[config.mk]
export PLATFORM = sky130hd
export DESIGN_NAME = vx_mem_perf_monitor
export DESIGN_NICKNAME = d
export VERILOG_FILES = /design/src/rtl/vx_gpu_pkg.sv /design/src/rtl/vx_mem_perf_port.sv /design/src/rtl/vx_mem_perf_monitor.sv
export SDC_FILE = /design/constraint.sdc
export NUM_CORES = 1
export LEC_CHECK = 0
export BUFFER_PORTS_ARGS = -buffer_cell sky130_fd_sc_hd__buf_2
export CAP_MARGIN = 20
export CORE_MARGIN = 2
export CORE_UTILIZATION = 63
export DETAILED_ROUTE_END_ITERATION = 10
export PLACE_DENSITY = 0.86
export SLEW_MARGIN = 0
export SYNTH_ARGS = -nofsm -noshare
export SYNTH_HDL_FRONTEND = slang
export SYNTH_SLANG_ARGS = --single-unit
[constraint.sdc]
create_clock -name clk -period 6.4 [get_ports clk]
set_input_delay 0.64 -clock clk [delete_from_list [all_inputs] [get_ports clk]]
set_output_delay 0.64 -clock clk [all_outputs]
set_load 0.05 [all_outputs]
[src/rtl/vx_gpu_pkg.sv]
// Purpose: shared GPU definitions used by the memory performance monitor.
//   MEM_PERF_SEL_W    - width of the counter select field
//   MEM_PERF_PORT_W   - width of the port index field
//   MEM_PERF_MAX_PORTS- largest number of monitored ports (one per port index)
//   mem_perf_sel_t    - counter select encoding for monitor queries
package vx_gpu_pkg;

  localparam int unsigned MEM_PERF_SEL_W     = 3;
  localparam int unsigned MEM_PERF_PORT_W    = 3;
  localparam int unsigned MEM_PERF_MAX_PORTS = 8;

  typedef enum logic [MEM_PERF_SEL_W-1:0] {
    MEM_PERF_SEL_READS   = 3'd0,
    MEM_PERF_SEL_WRITES  = 3'd1,
    MEM_PERF_SEL_LATENCY = 3'd2,
    MEM_PERF_SEL_PENDING = 3'd3,
    MEM_PERF_SEL_PEAK    = 3'd4,
    MEM_PERF_SEL_ERR     = 3'd5,
    MEM_PERF_SEL_RSVD6   = 3'd6,
    MEM_PERF_SEL_RSVD7   = 3'd7
  } mem_perf_sel_t;

endpackage

[src/rtl/vx_mem_perf_port.sv]
// Purpose: counters for a single monitored memory port.
// Ports:
//   clk, reset    - clock, synchronous active-high reset
//   i_req_fire    - request handshake this cycle; i_req_rw 1=write 0=read
//   i_rsp_fire    - read response handshake this cycle
//   i_enable      - gate reads/writes/latency accumulation
//   i_clear       - zero reads/writes/latency/peak/err (pending unaffected)
//   o_reads, o_writes, o_latency - saturating accumulators
//   o_pending, o_peak            - outstanding reads and their high-water mark
//   o_err                        - sticky pending underflow/overflow flag
module vx_mem_perf_port #(
  parameter int unsigned CTR_WIDTH  = 44,
  parameter int unsigned PEND_WIDTH = 16
) (
  input  logic                  clk,
  input  logic                  reset,
  input  logic                  i_req_fire,
  input  logic                  i_req_rw,
  input  logic                  i_rsp_fire,
  input  logic                  i_enable,
  input  logic                  i_clear,
  output logic [CTR_WIDTH-1:0]  o_reads,
  output logic [CTR_WIDTH-1:0]  o_writes,
  output logic [CTR_WIDTH-1:0]  o_latency,
  output logic [PEND_WIDTH-1:0] o_pending,
  output logic [PEND_WIDTH-1:0] o_peak,
  output logic                  o_err
);

  // One extra bit over the wider operand so the latency carry is never lost.
  localparam int unsigned SUM_W = ((CTR_WIDTH > PEND_WIDTH) ? CTR_WIDTH : PEND_WIDTH) + 1;

  logic [CTR_WIDTH-1:0]  r_reads;
  logic [CTR_WIDTH-1:0]  r_writes;
  logic [CTR_WIDTH-1:0]  r_latency;
  logic [PEND_WIDTH-1:0] r_pending;
  logic [PEND_WIDTH-1:0] r_peak;
  logic                  r_err;

  logic                  w_rd_req;
  logic                  w_wr_req;
  logic [PEND_WIDTH-1:0] w_pending_nxt;
  logic                  w_pend_err;
  logic [SUM_W-1:0]      w_lat_sum;
  logic [CTR_WIDTH-1:0]  w_lat_nxt;
  logic [PEND_WIDTH-1:0] w_peak_nxt;

  assign w_rd_req = i_req_fire & ~i_req_rw;
  assign w_wr_req = i_req_fire & i_req_rw;

  // Pending tracker: a read request and a response in the same cycle cancel out.
  always_comb begin
    w_pending_nxt = r_pending;
    w_pend_err    = 1'b0;
    case ({w_rd_req, i_rsp_fire})
      2'b10: begin
        if (&r_pending) w_pend_err = 1'b1;
        else            w_pending_nxt = r_pending + PEND_WIDTH'(1);
      end
      2'b01: begin
        if (r_pending == '0) w_pend_err = 1'b1;
        else                 w_pending_nxt = r_pending - PEND_WIDTH'(1);
      end
      default: ;
    endcase
  end

  // Latency integrates the pre-update pending count, clamped at all-ones.
  assign w_lat_sum  = SUM_W'(r_latency) + SUM_W'(r_pending);
  assign w_lat_nxt  = (|(w_lat_sum >> CTR_WIDTH)) ? '1 : w_lat_sum[CTR_WIDTH-1:0];
  assign w_peak_nxt = (w_pending_nxt > r_peak) ? w_pending_nxt : r_peak;

  always_ff @(posedge clk) begin
    if (reset) begin
      r_reads   <= '0;
      r_writes  <= '0;
      r_latency <= '0;
      r_pending <= '0;
      r_peak    <= '0;
      r_err     <= 1'b0;
    end else begin
      r_pending <= w_pending_nxt;
      if (i_clear) begin
        r_reads   <= '0;
        r_writes  <= '0;
        r_latency <= '0;
        r_peak    <= '0;
        r_err     <= 1'b0;
      end else begin
        if (i_enable) begin
          if (w_rd_req && !(&r_reads))  r_reads  <= r_reads + CTR_WIDTH'(1);
          if (w_wr_req && !(&r_writes)) r_writes <= r_writes + CTR_WIDTH'(1);
          r_latency <= w_lat_nxt;
        end
        r_peak <= w_peak_nxt;
        r_err  <= r_err | w_pend_err;
      end
    end
  end

  assign o_reads   = r_reads;
  assign o_writes  = r_writes;
  assign o_latency = r_latency;
  assign o_pending = r_pending;
  assign o_peak    = r_peak;
  assign o_err     = r_err;

endmodule

[src/rtl/vx_mem_perf_monitor.sv]
// Purpose: per-port memory performance counters with a valid/ready query port.
// Ports:
//   clk, reset              - clock, synchronous active-high reset
//   req_fire/req_rw/rsp_fire- per-port request (1=write) and read-response events
//   enable, clear           - accumulation gate, accumulator clear
//   query_valid/query_ready - query handshake; query_port, query_sel pick the counter
//   rsp_valid/rsp_ready     - result handshake; rsp_data holds the selected counter
module vx_mem_perf_monitor
  import vx_gpu_pkg::*;
#(
  parameter int unsigned NUM_PORTS  = 1,
  parameter int unsigned CTR_WIDTH  = 44,
  parameter int unsigned PEND_WIDTH = 16
) (
  input  logic                       clk,
  input  logic                       reset,
  input  logic [NUM_PORTS-1:0]       req_fire,
  input  logic [NUM_PORTS-1:0]       req_rw,
  input  logic [NUM_PORTS-1:0]       rsp_fire,
  input  logic                       enable,
  input  logic                       clear,
  input  logic                       query_valid,
  output logic                       query_ready,
  input  logic [MEM_PERF_PORT_W-1:0] query_port,
  input  logic [MEM_PERF_SEL_W-1:0]  query_sel,
  output logic                       rsp_valid,
  output logic [CTR_WIDTH-1:0]       rsp_data,
  input  logic                       rsp_ready
);

  // Arrays span every encodable port index; absent ports read as zero.
  logic [CTR_WIDTH-1:0]          w_reads   [MEM_PERF_MAX_PORTS];
  logic [CTR_WIDTH-1:0]          w_writes  [MEM_PERF_MAX_PORTS];
  logic [CTR_WIDTH-1:0]          w_latency [MEM_PERF_MAX_PORTS];
  logic [PEND_WIDTH-1:0]         w_pending [MEM_PERF_MAX_PORTS];
  logic [PEND_WIDTH-1:0]         w_peak    [MEM_PERF_MAX_PORTS];
  logic [MEM_PERF_MAX_PORTS-1:0] w_err;

  logic                 r_rsp_valid;
  logic [CTR_WIDTH-1:0] r_rsp_data;
  logic [CTR_WIDTH-1:0] w_qdata;
  logic                 w_accept;
  mem_perf_sel_t        w_sel;

  for (genvar p = 0; p < MEM_PERF_MAX_PORTS; p++) begin : g_port
    if (p < NUM_PORTS) begin : g_on
      vx_mem_perf_port #(
        .CTR_WIDTH  (CTR_WIDTH),
        .PEND_WIDTH (PEND_WIDTH)
      ) u_port (
        .clk        (clk),
        .reset      (reset),
        .i_req_fire (req_fire[p]),
        .i_req_rw   (req_rw[p]),
        .i_rsp_fire (rsp_fire[p]),
        .i_enable   (enable),
        .i_clear    (clear),
        .o_reads    (w_reads[p]),
        .o_writes   (w_writes[p]),
        .o_latency  (w_latency[p]),
        .o_pending  (w_pending[p]),
        .o_peak     (w_peak[p]),
        .o_err      (w_err[p])
      );
    end else begin : g_off
      assign w_reads[p]   = '0;
      assign w_writes[p]  = '0;
      assign w_latency[p] = '0;
      assign w_pending[p] = '0;
      assign w_peak[p]    = '0;
      assign w_err[p]     = 1'b0;
    end
  end

  // Query mux reads only registered counters, so events never reach rsp_data combinationally.
  always_comb begin
    w_qdata = '0;
    w_sel   = mem_perf_sel_t'(query_sel);
    case (w_sel)
      MEM_PERF_SEL_READS:   w_qdata = w_reads[query_port];
      MEM_PERF_SEL_WRITES:  w_qdata = w_writes[query_port];
      MEM_PERF_SEL_LATENCY: w_qdata = w_latency[query_port];
      MEM_PERF_SEL_PENDING: w_qdata = CTR_WIDTH'(w_pending[query_port]);
      MEM_PERF_SEL_PEAK:    w_qdata = CTR_WIDTH'(w_peak[query_port]);
      MEM_PERF_SEL_ERR:     w_qdata = CTR_WIDTH'(w_err[query_port]);
      default:              w_qdata = '0;
    endcase
  end

  // Result slot may be refilled on the cycle it is consumed.
  assign query_ready = ~r_rsp_valid | rsp_ready;
  assign w_accept    = query_valid & query_ready;

  always_ff @(posedge clk) begin
    if (reset) begin
      r_rsp_valid <= 1'b0;
      r_rsp_data  <= '0;
    end else if (w_accept) begin
      r_rsp_valid <= 1'b1;
      r_rsp_data  <= w_qdata;
    end else if (rsp_ready) begin
      r_rsp_valid <= 1'b0;
    end
  end

  assign rsp_valid = r_rsp_valid;
  assign rsp_data  = r_rsp_data;

endmodule

# Word level (Yosys, flattened, before mapping)
# Index checks and enable logic that the tools add are counted.
classes:
  n_mux: 27
  shift: 0
  magnitude_cmp: 3
  n_mul: 0
  add_sub_neg: 5
  reduce_logical: 13
  div: 0
  n_eq_ne: 7
  bitwise_logic: 8
ops:
  columns: ["operator", "count"]
  rows:
  - ["binary-select mux 44 bit (select 3 bit)", 3]
  - ["two-way mux 44 bit", 7]
  - ["case mux 44 bit (6 select lines)", 1]
  - ["binary-select mux 16 bit (select 3 bit)", 2]
  - ["two-way mux 16 bit", 6]
  - ["adder 44 x 1 -> 44 bit (second input constant)", 2]
  - ["AND reduction 44 bit", 2]
  - ["adder 44 x 16 -> 45 bit", 1]
  - ["case mux 16 bit (2 select lines)", 1]
  - ["adder 16 x 1 -> 16 bit (second input constant)", 1]
  - ["greater-than comparator 16 bit", 1]
  - ["zero test 16 bit", 1]
  - ["AND reduction 16 bit", 1]
  - ["subtractor 16 x 1 -> 16 bit (second input constant)", 1]
  - ["equality test 3 x 2 -> 1 bit (second input constant)", 2]
  - ["equality test 3 bit (second input constant)", 2]
  - ["two-way mux 1 bit", 5]
  - ["greater-or-equal comparator 4 bit (second input constant)", 1]
  - ["< comparator 3 x 4 -> 1 bit (second input constant)", 1]
  - ["NOT 3 -> 4 bit", 1]
  - ["AND reduction 2 bit", 2]
  - ["AND 1 bit", 3]
  - ["binary-select mux 1 bit (select 3 bit)", 1]
  - ["equality test 3 x 1 -> 1 bit (second input constant)", 1]
  - ["other kinds (10)", 14]
totals:
  romBits: 0
  latch_bits: 0
  ram_bits: 0
  memories: 0
  ff_bits: 210
  word_cells: 71

# Depth between registers and ports, before layout
# Gate-level depths: netlist of run 1.
logic_depth:
  ltp_word: 5
  depth_mapped: 20
  ltp_nobuf: 18

# Hierarchy
# From an unflattened synthesis of run 1, not the netlist that was laid out.
unflattened:
  hier_cells: 1444
  area_unflattened_um2: 12030.3
modules_own_cells:
  columns: ["mod", "seq_area_each_um2", "cells_per_inst", "instances", "area_each_um2"]
  rows:
  - ["vx_mem_perf_port", 3303.2, 1176, 1, 9406.5]
  - ["vx_mem_perf_monitor", 900.9, 268, 1, 2623.8]

# Least setup slack after synthesis of run 1
# OpenSTA, ideal clock, no wires.
synth_timing:
  kind: "reg2reg"
  startpoint: "reg g_port[0].g_on.u_port.r_pending[1]"
  endpoint: "reg g_port[0].g_on.u_port.r_peak[14]"
  setup_time_ns: 0.086
  setup_slack_ns: 2.246
  stages_incl_launch_ff: 20
  arrival_ns: 4.068
  path_cell_list: "dfxtp_1 inv_1 ha_1 nand2b_1 or2_2 or3_1 nor3_1 nand3b_1 mux2_2 a21oi_1 inv_1 ha_1 nand4_1 a211oi_1 a221oi_1 o21a_1 nor2_1 clkbuf_1 nor2_1 a211oi_1"
synth_between:
  elab_chain_cells: 4
  elab_cells_between_ends: 8
  classes_between: "add/sub (2); order compare (1); mux (3); reduce/logical (2)"
synth_rtl:
  columns: ["item", "line", "source"]
  rows:
  - ["start, declared", "vx_mem_perf_port.sv:36", "logic [PEND_WIDTH-1:0] r_pending;"]
  - ["start signal, assigned", "vx_mem_perf_port.sv:82", "r_pending <= w_pending_nxt;"]
  - ["subtractor 16 x 1 -> 16 bit, or another cell as far along", "vx_mem_perf_port.sv:62", "else w_pending_nxt = r_pending - PEND_WIDTH'(1);"]
  - ["two-way mux 16 bit (on tied branches)", "vx_mem_perf_port.sv:61, vx_mem_perf_port.sv:57", null]
  - ["case mux 16 bit (2 select lines) *", "vx_mem_perf_port.sv:55", "case ({w_rd_req, i_rsp_fire})"]
  - ["via g_port[0].g_on.u_port.w_pending_nxt[14]", "vx_mem_perf_port.sv:42", "logic [PEND_WIDTH-1:0] w_pending_nxt;"]
  - ["greater-than comparator 16 bit", "vx_mem_perf_port.sv:71", "assign w_peak_nxt = (w_pending_nxt > r_peak) ? w_pending_nxt : r_peak;"]
  - ["end signal, assigned", "vx_mem_perf_port.sv:95", "r_peak <= w_peak_nxt;"]
  - ["end, declared", "vx_mem_perf_port.sv:37", "logic [PEND_WIDTH-1:0] r_peak;"]
# The timed path passes the listed nets; every way through them passes the cells marked *.
# A chain may end at the register's enable or synchronous reset.

# Final worst setup path of run 1
layout_timing:
  startpoint: "reg g_port[0].g_on.u_port.r_pending[1]"
  endpoint: "reg g_port[0].g_on.u_port.r_peak[8]"
layout_between:
  elab_chain_cells: 4
  elab_cells_between_ends: 8
  classes_between: "add/sub (2); order compare (1); mux (3); reduce/logical (2)"
layout_rtl:
  columns: ["item", "line"]
  rows:
  - ["subtractor 16 x 1 -> 16 bit, or another cell as far along", "vx_mem_perf_port.sv:62"]
  - ["two-way mux 16 bit (on tied branches)", "vx_mem_perf_port.sv:61, vx_mem_perf_port.sv:57"]
  - ["case mux 16 bit (2 select lines) *", "vx_mem_perf_port.sv:55"]
  - ["via g_port[0].g_on.u_port.w_pending_nxt[14]", "vx_mem_perf_port.sv:42"]
  - ["greater-than comparator 16 bit *", "vx_mem_perf_port.sv:71"]
# Marks and branches as above.

==> flow_metrics.py, run 1 <==
metrics = {
    "yosys": {
        "netlist_area_sq_mm": 0.0118,
        "synth_cell_types": 72,
        "syn-num-nets": 1495,
        "async_reset_ff_frac": 0,
        "synthCells": 1440,
        "ys_ff_latch": 210,
        "yosysTopAreaCell": "dfxtp_1",
        "yosys_warnings": 0,
        "synth-edff-count": 0,
        "ys_seq_area_frac": 0.357,
        "synth_flop_cell": "dfxtp_1",
        "avgSynthCellArea_sq_um": 8.18,
        "synth_top_area_share": 0.357,
        "synth.area.top_cells": "dfxtp_1 36%, nor2_1 6.8%, xor2_1 4.5%",
    },
    "global_route": {
        "grt_start_max_net_pins": 70,
        "grt_pass1_wl_mm": 54.9,
        "grtUsageTotal": 0.343,
        "overflow": 0,
        "antenna_found_initial": 0,
        "grt_pass1_vias": 10200,
    },
    "sta": {
        "slew_viol_final": 0,
        "maxSlewHeadroom": 0.315,
        "rsz0062_at_grt": "no",
        "hold_viol": 0,
        "fmax_mhz": 202,
        "fin_tns_setup_ps": 0,
        "setup_viol_count_final": 0,
        "finalWorstSetupSlack_ps": 1440,
        "worstMarginPinSlew_ps": 1030,
        "finalCritPeriodShare": 0.775,
        "post-route-min-period_ps": 4960,
        "clock_skew_ps": 14.0,
    },
    "power_and_ir_drop": {
        "ir_worst_vdd_v": 0.000479,
        "power.density_mw_per_mm2": 369,
        "power_leakage_uw": 0.00488,
    },
    "drt": {
        "routedWlPerCell_microns": 20.5,
        "vias": 11300,
        "viasPerCell": 6.63,
        "drcViolationCount": 0,
        "dr.pass1.iters": 5,
        "ant_nets": 0,
        "wl_mm": 35.0,
        "drtIter0Drc": 1515,
    },
    "hold_path": {
        "hp-class": "in2reg",
    },
    "layout": {
        "num-nets-final": 1512,
        "syn_to_final_growth_pct": 9.71,
        "layout-drive-gt1-share": 0.100,
        "final_cells": 1702,
        "diodes": 0,
        "num-fill-cells": 1402,
    },
    "cts": {
        "cts_setup_buffers": 0,
        "cts_max_path_buffers": 3,
        "postCtsResizedCells": 0,
        "cts_tree": "done",
        "clk_pin_slew_ps": 60,
        "htreeDepth": 1,
        "hold_buffers": 0,
        "root_buffer": "clkbuf_16",
        "insertion_delay_ps": 530,
        "cts-buffers-inserted": 23,
        "clkSinkCount": 210,
    },
    "die": {
        "rows": 49,
        "die_h_microns": 141,
        "initial_core_util": 0.649,
        "die_w_microns": 141,
        "io-pin-count": 61,
        "die_area_sq_mm": 0.0198,
        "core_sq_mm": 0.0181,
    },
    "place": {
        "pre_cts_slack_ps": 1360,
        "gp_congestion": 1.01,
        "place_hpwl_mm": 24.5,
        "port_buffers": 60,
        "dpl.cell_count": 1661,
    },
    "worst_setup_path": {
        "crit_path_end_kind": "flip-flop",
        "worstPathRequired_ps": 6790,
        "cp.arrival_ps": 5350,
        "crit_type": "reg2reg",
        "critPathLaunchType": "flip-flop",
        "critPathMaxFanout": 18,
        "r2r_slack_ps": 1440,
    },
    "job": {
        "maxCapViolations": 0,
    },
    "outcome": {
        "outcome": "finished clean",
    },
}
metrics by stage:
stage	cell area (sq um)	total power (uW)	hold slack, ps	util
floorplan	11800	2910	435	-
global placement	12100	3290	455	0.668
detailed placement	12100	3350	453	0.668
CTS	12900	4720	367	0.712
global route	12900	5010	442	0.712
finish	12900	4770	384	0.712
sequential cells by signal, indices dropped and copies added, names as in the netlist:
register	cells
g_port.g_on.u_port.o_writes	44
g_port.g_on.u_port.o_err	1
g_port.g_on.u_port.o_reads	44
rsp_valid	1
g_port.g_on.u_port.o_peak	16
g_port.g_on.u_port.o_latency	44
g_port.g_on.u_port.o_pending	16
rsp_data	44
where the power goes:
part           switching, uW  internal (uW)
Sequential               157           1380
Combinational           1180            690
Clock                    556            813
path summary, 6_finish.rpt:
path	end	cells after the start	start
worst min-delay path	rsp_valid	3	query_valid
worst min register to register	g_port[0].g_on.u_port.o_err	1	g_port[0].g_on.u_port.o_err
worst max register to register	g_port[0].g_on.u_port.o_peak[8]	19	g_port[0].g_on.u_port.o_pending[1]
worst max-delay path	g_port[0].g_on.u_port.o_peak[8]	19	g_port[0].g_on.u_port.o_pending[1]
layer usage:
metal | global-route usage | vias up | wire length [microns] | part of all wire
met5 | 0 | - | 0 | 0
met3 | 0.0652 | 98 | 3760 | 0.11
met1 | 0.502 | 5365 | 15000 | 0.43
li1 | - | 5213 | - | -
met4 | 0.103 | 0 | 1140 | 0.032
met2 | 0.517 | 610 | 15100 | 0.43
layout by cell type, fill, tap and decap left out, drive strengths merged, types with 7 or more instances in the layout:
cell,instances
and4,23
a21oi,83
nor2b,12
and2,10
nor4,7
buf,69
a22oi,45
xor2,60
mux2i,37
xnor2,32
and3,34
ha,39
nand3,58
o211ai,8
o21a,9
nand2b,11
mux4,15
nand4,43
o21ai,93
a21o,12
inv,49
nor3,41
nand2,106
dfxtp,210
a31oi,10
or3,17
nor2,212
a211oi,20
clkbuf,31
critical path, stage by stage, from the launching register on:
cell	delay, ps
dfxtp_1	390
inv_1	160
ha_1	190
nand2b_1	70
or2_2	290
or3_1	420
nor3_1	400
nand3b_1	130
mux2_2	310
a21oi_1	270
inv_1	80
ha_1	290
nand4_1	150
a211oi_1	200
a221oi_1	100
o21a_1	150
nor2_1	550
buf_4	360
mux2i_1	230
nor2_1	60
Yosys cell counts (10+ instances only):
| cell | n |
|---|---|
| nor2_1 | 212 |
| dfxtp_1 | 210 |
| nand2_1 | 105 |
| o21ai_0 | 92 |
| a21oi_1 | 83 |
| clkbuf_1 | 68 |
| xor2_1 | 60 |
| nand3_1 | 56 |
| inv_1 | 47 |
| a22oi_1 | 45 |
| nand4_1 | 40 |
| ha_1 | 39 |
| nor3_1 | 39 |
| mux2i_1 | 37 |
| and3_1 | 33 |
| xnor2_1 | 32 |
| and4_1 | 23 |
| a211oi_1 | 19 |
| or3_1 | 17 |
| mux4_2 | 15 |
| a21o_1 | 12 |
| nor2b_1 | 12 |
| nand2b_1 | 11 |
| a31oi_1 | 10 |
area by class of cell:
type	instances	area, sq um	area share
clock buffers	31	666	0.0515
repair buffers	69	368	0.0285
inverters	47	176	0.0137
flip-flops and latches	210	4200	0.325
clock inverters	10	120	0.00930
multi-input cells	1106	7100	0.549
well taps	229	287	0.0222
cell families (layout without fill, tap and decap cells):
family	Yosys count	in the layout	synth area share
muxes	57	57	0.0649
xor gates and xnor gates	92	92	0.0684
buffers and inverters	124	157	0.0408
adders and majority gates	40	40	0.0432
and+or+nand+nor	594	594	0.252
DFF	210	210	0.357
AOI/OAI and AO/OA	323	323	0.173
No activity file was read; power rests on OpenSTA's default activity.
==> run 2, diff against run 1 <==
- CORE_UTILIZATION: 63 -> 62
- PLACE_DENSITY: 0.86 -> 0.85
- clock period: 6.4 -> 4.7 ns (I/O delays scaled with it)
==> run 2 against run 1 <==
Net effect:
- sequential power increased by 31%
- register-to-register slack worse by 1100 ps
- cell count increased by 3.3%
- final area is 2.8% higher
- global-route usage up 0.60 points
- die area is 1.6% higher
- power increased by 45%
- critical path depth down 2
- clock skew shrank 2.1 ps
- via count rose by 1.8%
- critical endpoint is now g_port[0].g_on.u_port.o_peak[4]
- highest routed layer unchanged
==> flow_metrics.py, run 2 (same netlist as run 1, synthesis figures left out) <==
metrics = {
    "sta": {
        "fmax_mhz": 230,
        "setup_viol_count_final": 0,
        "rsz0062_at_grt": "no",
        "hold_viol": 0,
        "finalCritPeriodShare": 0.924,
        "finalWorstSetupSlack_ps": 357,
        "fin_tns_setup_ps": 0,
        "post-route-min-period_ps": 4340,
        "clock_skew_ps": 11.9,
        "maxSlewHeadroom": 0.281,
        "slew_viol_final": 0,
        "worstMarginPinSlew_ps": 1070,
    },
    "place": {
        "place_hpwl_mm": 25.7,
        "port_buffers": 60,
        "pre_cts_slack_ps": 4.05,
        "dpl_cell_area_sq_mm": 0.0125,
        "dpl.cell_count": 1715,
        "gp_congestion": 0.966,
    },
    "die": {
        "io-pin-count": 61,
        "core_sq_mm": 0.0186,
        "die_area_sq_mm": 0.0201,
        "initial_core_util": 0.631,
        "die_h_microns": 142,
        "rows": 50,
        "die_w_microns": 142,
    },
    "cts": {
        "clk_pin_slew_ps": 60,
        "cts_max_path_buffers": 3,
        "insertion_delay_ps": 530,
        "cts-buffers-inserted": 23,
        "root_buffer": "clkbuf_16",
        "cts_tree": "done",
        "hold_buffers": 0,
        "htreeDepth": 1,
        "cts_setup_buffers": 0,
        "clkSinkCount": 210,
    },
    "layout": {
        "postLayoutCoreUtil": 0.712,
        "layout-drive-gt1-share": 0.130,
        "final_cells": 1758,
        "fin_area_sq_mm": 0.0133,
        "num-nets-final": 1561,
        "syn_to_final_growth_pct": 12.8,
        "mostFrequentLayoutCells": "210 x nor2_1, 210 x dfxtp_1, 105 x nand2_1",
    },
    "worst_setup_path": {
        "max_stage_delay_ps": 590,
        "crit_path_end_kind": "flip-flop",
        "worstPathRequired_ps": 5130,
        "crit_type": "reg2reg",
        "worstRegToRegCells": 17,
        "r2r_slack_ps": 360,
        "crit_chain": "inv_1 > ha_1 > nor4b_1 > nand2_1 > o21bai_1 > nor3_1 > a311oi_1 > inv_1 > ha_1 > nand4_1 > o221ai_1 > a221oi_1 > o21a_1 > nor2_4 > buf_4 > nor2_1 > a211oi_1",
        "critPathLaunchType": "flip-flop",
        "cp.arrival_ps": 4770,
        "critPathMaxFanout": 17,
        "cp_slowest_cell": "nor4b_1",
    },
    "power_and_ir_drop": {
        "switching_share": 0.388,
        "clockPowerShare": 0.261,
        "power_leakage_uw": 0.00513,
        "p_int_uw": 4240,
        "power.density_mw_per_mm2": 523,
        "netSwitchingPower_uw": 2700,
        "p_seq_frac": 0.289,
        "ir_worst_vdd_v": 0.000871,
        "pwr-share-comb": 0.450,
    },
    "hold_path": {
        "hp-class": "in2reg",
        "hold_path_depth": 2,
    },
    "job": {
        "maxCapViolations": 0,
    },
    "drt": {
        "wl_mm": 35.7,
        "ant_nets": 0,
        "viasPerCell": 6.54,
        "drcViolationCount": 0,
        "vias": 11500,
        "dr.pass1.iters": 5,
        "routedWlPerCell_microns": 20.3,
        "drtIter0Drc": 1415,
    },
    "global_route": {
        "overflow": 0,
        "grt_start_max_net_pins": 61,
        "grt_pass1_wl_mm": 55.9,
        "grtUsageTotal": 0.349,
        "antenna_found_initial": 1,
        "grt_pass1_vias": 10400,
    },
    "outcome": {
        "outcome": "finished clean",
    },
}
==> run 2: critical path, delay by kind of cell, from the launching register on <==
family | cells | cell delay, ps
AO/OA/AOI/OAI | 6 | 1540
AND/OR/NAND/NOR | 6 | 1410
adder cells (fa/ha/maj) | 2 | 530
buffers and inverters | 3 | 460
flip-flops | 1 | 310
==> run 2: routing by layer <==
metal	vias up	track usage	wire length [microns]
met5	-	0	0
met2	562	0.525	15600
met4	0	0.113	1070
met3	70	0.0611	3460
li1	5332	-	-
met1	5526	0.510	15500
==> run 2: power by group through the flow <==
stage / clock [uW] / sequential [uW] / combinational (uW)
after floorplan: 0 / 1980 / 1990
after global placement: 0 / 2030 / 2700
after detailed placement: 0 / 2030 / 2710
after CTS: 1820 / 2000 / 3000
after global routing: 1890 / 2010 / 3410
final: 1810 / 2010 / 3120
==> run 2: final timing paths <==
kind	from	endpoint
setup reg to reg	g_port[0].g_on.u_port.o_pending[1]	g_port[0].g_on.u_port.o_peak[4]
setup / recovery	g_port[0].g_on.u_port.o_pending[1]	g_port[0].g_on.u_port.o_peak[4]
hold reg to reg	g_port[0].g_on.u_port.o_err	g_port[0].g_on.u_port.o_err
hold / removal	reset	rsp_data[33]
==> run 2: area by class of cell <==
class,instances,area [sq um]
multi-input combinational,1106,7100
fill,1441,5360
timing repair buffer,118,736
inverter,47,176
antenna,1,2.50
clock buffer,35,711
tap,234,293
clock inverter,7,53.8
sequential,210,4200
==> run 2: timing repair <==
item / 4_1_cts / 5_1_grt
gates resized for setup: 1 / 1
hold endpoints to repair: 0 / 0
endpoints found under the setup margin: 3 / 9
==> run 2: metrics by stage <==
step	hold slack [ps]	total power [uW]
6_report	210	6940
5_1_grt	209	7310
4_1_cts	204	6820
3_5_place_dp	457	4740
3_3_place_gp	451	4730
2_1_floorplan	435	3960
